<file path="config.mk">
export PLATFORM = sky130hd
export DESIGN_NAME = serial_comparator_ctrl
export DESIGN_NICKNAME = d
export VERILOG_FILES = /design/src/rtl/serial_cmp_pkg.sv /design/src/rtl/bit_cmp_cell.sv /design/src/rtl/serial_comparator_ctrl.sv
export SDC_FILE = /design/constraint.sdc
export NUM_CORES = 1
export LEC_CHECK = 0
export ABC_AREA = 1
export CAP_MARGIN = 5
export CORE_MARGIN = 2
export CORE_UTILIZATION = 53
export CTS_BUF_LIST = sky130_fd_sc_hd__clkbuf_8
export DETAILED_ROUTE_END_ITERATION = 12
export PLACE_DENSITY_LB_ADDON = 0.12
export SYNTH_ARGS = -nofsm -noshare
export SYNTH_HDL_FRONTEND = slang
export SYNTH_SLANG_ARGS = --single-unit
</file>
<file path="constraint.sdc">
create_clock -name clk -period 2.1 [get_ports clk]
set_input_delay 0.21 -clock clk [delete_from_list [all_inputs] [get_ports clk]]
set_output_delay 0.21 -clock clk [all_outputs]
set_load 0.01 [all_outputs]
</file>
<file path="src/rtl/serial_cmp_pkg.sv">
// Shared definitions for the serial comparator controller.
//   state_t       : FSM state encoding (IDLE, SHIFT, DONE)
//   WIDTH_DEFAULT : default operand width in bits
package serial_cmp_pkg;

  typedef enum logic [1:0] {
    IDLE  = 2'd0,
    SHIFT = 2'd1,
    DONE  = 2'd2
  } state_t;

  localparam int WIDTH_DEFAULT = 8;

endpackage

</file>
<file path="src/rtl/bit_cmp_cell.sv">
// Purely combinational 1-bit magnitude compare cell.
//   a, b   : input bits
//   gt     : a > b
//   eq     : a == b
//   lt     : a < b
module bit_cmp_cell (
  input  logic a,
  input  logic b,
  output logic gt,
  output logic eq,
  output logic lt
);

  assign gt = a & ~b;
  assign lt = ~a & b;
  assign eq = ~(a ^ b);

endmodule

</file>
<file path="src/rtl/serial_comparator_ctrl.sv">
// Serial MSB-first unsigned magnitude comparator.
// On an accepted start the operands are captured, then one bit per clock is
// compared from the MSB down; the first differing bit ends the comparison
// early, otherwise the operands are equal after WIDTH cycles.
//   clk    : clock, rising edge
//   rst_n  : asynchronous active-low reset
//   start  : request a comparison of A and B (honoured only when idle)
//   A, B   : unsigned operands, WIDTH bits
//   busy   : high while bits are being compared
//   done   : one-cycle pulse when O1/O2/O3 become valid
//   O1     : A > B
//   O2     : A == B
//   O3     : A < B
module serial_comparator_ctrl
  import serial_cmp_pkg::*;
#(
  parameter int WIDTH = WIDTH_DEFAULT
) (
  input  logic             clk,
  input  logic             rst_n,
  input  logic             start,
  input  logic [WIDTH-1:0] A,
  input  logic [WIDTH-1:0] B,
  output logic             busy,
  output logic             done,
  output logic             O1,
  output logic             O2,
  output logic             O3
);

  localparam int IDX_W = $clog2(WIDTH);
  localparam logic [IDX_W-1:0] IDX_MSB = IDX_W'(WIDTH - 1);

  state_t           state_reg, state_next;
  logic [WIDTH-1:0] a_reg, a_next;
  logic [WIDTH-1:0] b_reg, b_next;
  logic [IDX_W-1:0] idx_reg, idx_next;
  logic [2:0]       res_reg, res_next;   // {gt, eq, lt}

  logic bit_gt, bit_eq, bit_lt;

  // The single compare cell always looks at the currently indexed bit pair.
  bit_cmp_cell u_cell (
    .a  (a_reg[idx_reg]),
    .b  (b_reg[idx_reg]),
    .gt (bit_gt),
    .eq (bit_eq),
    .lt (bit_lt)
  );

  always_ff @(posedge clk or negedge rst_n) begin
    if (!rst_n) begin
      state_reg <= IDLE;
      a_reg     <= '0;
      b_reg     <= '0;
      idx_reg   <= '0;
      res_reg   <= 3'b000;
    end else begin
      state_reg <= state_next;
      a_reg     <= a_next;
      b_reg     <= b_next;
      idx_reg   <= idx_next;
      res_reg   <= res_next;
    end
  end

  always_comb begin
    state_next = state_reg;
    a_next     = a_reg;
    b_next     = b_reg;
    idx_next   = idx_reg;
    res_next   = res_reg;

    case (state_reg)
      IDLE: begin
        if (start) begin
          a_next     = A;
          b_next     = B;
          idx_next   = IDX_MSB;
          res_next   = 3'b000;
          state_next = SHIFT;
        end
      end

      SHIFT: begin
        if (!bit_eq) begin
          // First differing bit from the top decides the result.
          res_next   = {bit_gt, 1'b0, bit_lt};
          state_next = DONE;
        end else if (idx_reg == '0) begin
          res_next   = 3'b010;
          state_next = DONE;
        end else begin
          idx_next = idx_reg - 1'b1;
        end
      end

      DONE: begin
        // Result registers hold until the next accepted start.
        state_next = IDLE;
      end

      default: begin
        state_next = IDLE;
      end
    endcase
  end

  assign busy         = (state_reg == SHIFT);
  assign done         = (state_reg == DONE);
  assign {O1, O2, O3} = res_reg;

endmodule

</file>
==> flow_metrics.py <==
metrics = {
    "clock_tree": {
        "path_clk_slew_ps": 80,
        "ctsResizeCount": 0,
        "cts_htree_levels": 1,
        "cts_buffers": 3,
        "ctsHoldBuffers": 0,
        "cts.sinks": 24,
        "cts_tree": "built",
        "clk_latency_ps": 270,
        "cts_root_buf": "clkbuf_8",
        "post_cts_buffers": 0,
        "cts.path.max_buffers": 2,
    },
    "critical_path": {
        "cp_common_cell": "nand2_1",
        "rr_worst_depth": 12,
        "critPathMaxFanout": 11,
        "path_class": "reg -> reg",
        "arrival_ps": 2100,
        "r2r_setup_slack_ps": 160,
        "crit_chain": "inv_2, nand2_1, nand3_1, nand2_1, nand2_1, nand2_1, ha_1, nand2_1, nand2_2, nand2_2, nand2_1, nand2_1",
        "setup.worst_path.end_class": "register",
        "crit_family": "simple AND/OR/NAND/NOR gates",
        "crit_path_start_kind": "register",
        "crit_buf_inv": 1,
        "r2r-end": "res_reg[2]",
        "required_ps": 2260,
        "slowest_delay_ps": 500,
        "crit_slowest_cell": "dfrtp_1",
        "r2r-start": "idx_reg[0]",
    },
    "logic_synthesis": {
        "syn_area_um2": 1260,
        "synth_top_cell_area_share_pct": 47.6,
        "synthTopCellsByArea": "dfrtp_1, nand2_1, nand3_1",
        "synthesis.nets": 189,
        "ys.warnings.count": 0,
        "synth-seq-cells": 24,
        "yosysTopAreaCell": "dfrtp_1",
        "avgSynthCellArea_um2": 7.60,
        "syn_inst": 166,
        "seq_area_frac_synth_pct": 47.6,
        "synth_cell_type_count": 15,
    },
    "sta": {
        "worst_slack_ps": 160,
        "rsz0062_at_grt": "false",
        "drv_slew": 0,
        "setup_viol": 0,
        "clock.fmax_mhz": 516,
        "timing.setup.tns_ps": 0,
        "finalClockSkew_ps": 1.93,
        "worst_slew_margin_rel_pct": 75.4,
        "final.min_clock_period_ps": 1940,
        "finalHoldViolations": 0,
        "worst_slew_pin_slew_ps": 370,
        "hold_ws_ps": 286,
        "min_period_over_period_pct": 92.4,
    },
    "outcome": {
        "status": "completed",
    },
    "floorplanning": {
        "fp-row-count": 17,
        "die-area_um2": 2790,
        "die_x_um": 52.8,
        "die_h_um": 52.8,
        "io_pins": 24,
        "start_util_pct": 56.5,
        "core_area_um2": 2230,
    },
    "route": {
        "viasPerCell": 5.19,
        "dr_total_vias": 1127,
        "first_iter_violations": 45,
        "drt_wl_total_mm": 2.54,
        "ant_nets": 0,
        "wl_per_cell_um": 11.7,
        "dr.pass1.iters": 4,
        "drc": 0,
    },
    "cells_and_area": {
        "syn2layout_area_growth_pct": 23.6,
        "diodes": 0,
        "drive_gt1_share_pct": 11.6,
        "nets": 213,
    },
    "pwr": {
        "power_switching_mw": 1.09,
        "vdd_drop_max_v": 0.000917,
        "swShare_pct": 44.8,
        "power.density_nw_per_um2": 1560,
        "leakage_nw": 0.815,
        "p_int_mw": 1.34,
        "p_comb_share_pct": 53.1,
        "pwr-share-seq_pct": 33.9,
        "clkPwrFrac_pct": 13.0,
    },
    "hold_path": {
        "min_path_type": "in -> async",
    },
    "job": {
        "cap_violations": 0,
    },
    "global_route": {
        "grtUsageTotal_pct": 22.7,
        "grt_pass1_vias": 1108,
        "grt_pass1_wl_mm": 4.57,
        "grt_max_degree": 41,
        "overflow": 0,
        "grt_antenna_before_repair": 0,
    },
    "placement": {
        "preCtsSetupSlack_ps": 263,
        "post-dp-hpwl_mm": 1.80,
        "portBuffers": 23,
        "place.gp.congestion": 0.840,
    },
}
==> cell usage after synthesis <==
library cell,n
inv_4,1
nand3_1,18
inv_1,16
dfrtp_1,24
nor2_4,1
nand3_2,2
nand2_2,3
buf_2,3
a21oi_1,16
nand2_1,45
nor2_1,20
inv_2,9
xnor2_1,1
buf_4,3
ha_1,4
==> layout by cell type (no fill, tap or decap), drive strengths merged <==
cell / netlist / routed
clkdlybuf4s50: 0 / 23
nor2: 21 / 21
nand2: 48 / 48
xnor2: 1 / 1
dfrtp: 24 / 24
clkbuf: 0 / 4
a21oi: 16 / 16
inv: 26 / 26
buf: 6 / 2
ha: 4 / 4
nand3: 20 / 20
==> stage by stage <==
stage / cell area (um^2) / cells / utilization [%] / power [mW]
2_1_floorplan: 1260 / 166 / - / 1.79
5_1_grt: 1560 / 217 / 69.8 / 2.67
3_3_place_gp: 1500 / 213 / 67.3 / 2.04
3_5_place_dp: 1500 / 213 / 67.3 / 2.10
6_report: 1560 / 217 / 69.8 / 2.43
4_1_cts: 1560 / 217 / 69.8 / 2.43
==> power by group through the flow <==
stage                     Combinational (mW)  Clock [mW]  Sequential, mW
after global placement                  1.22           0           0.820
after CTS                               1.29       0.316           0.825
after detailed placement                1.27           0           0.831
final                                   1.29       0.315           0.824
after floorplan                         1.01           0           0.780
after global routing                    1.48       0.339           0.850
==> worst reg2reg max path, stage by stage, from the launching register on <==
cell and delay (ps):
dfrtp_1 500, inv_2 200, nand2_1 100, nand3_1 110, nand2_1 80, nand2_1 80
nand2_1 60, ha_1 320, nand2_1 80, nand2_2 110, nand2_2 70, nand2_1 70
nand2_1 50
==> cell type report <==
type	count	area (um^2)
clock buffer	4	55.1
fill	179	674
inverter	26	100
multi-input combinational	110	523
sequential	24	601
tap	28	35.0
timing repair buffer	25	245
==> per-layer routing <==
layer / GRT usage, % / vias to the layer above / routed length (um)
met5: 0 / - / 0
met4: 8.12 / 0 / 60
met3: 4.86 / 11 / 146
met2: 39.8 / 42 / 1270
met1: 27.1 / 521 / 1060
li1: - / 553 / -
==> how the worst max path moves through the flow <==
stage                    start    endpoint  slack [ps]  depth (start not counted)
floorplan           idx_reg[0]  res_reg[0]         550                         11
finish              idx_reg[0]  res_reg[2]         160                         12
global placement    idx_reg[0]  idx_reg[0]         350                         10
CTS                 idx_reg[0]  res_reg[2]         170                         12
detailed placement  idx_reg[0]  res_reg[2]         260                         11
global route        idx_reg[0]  res_reg[1]          10                         12
==> logic make-up after synthesis <==
logic type      share of synthesized area (%)
flops                                    47.6
compound gates                           6.35
fa+ha+maj                                3.97
simple gates                             30.5
buf+inv                                  10.9
xor+xnor                                0.695
(Power assumes the default switching activity.)
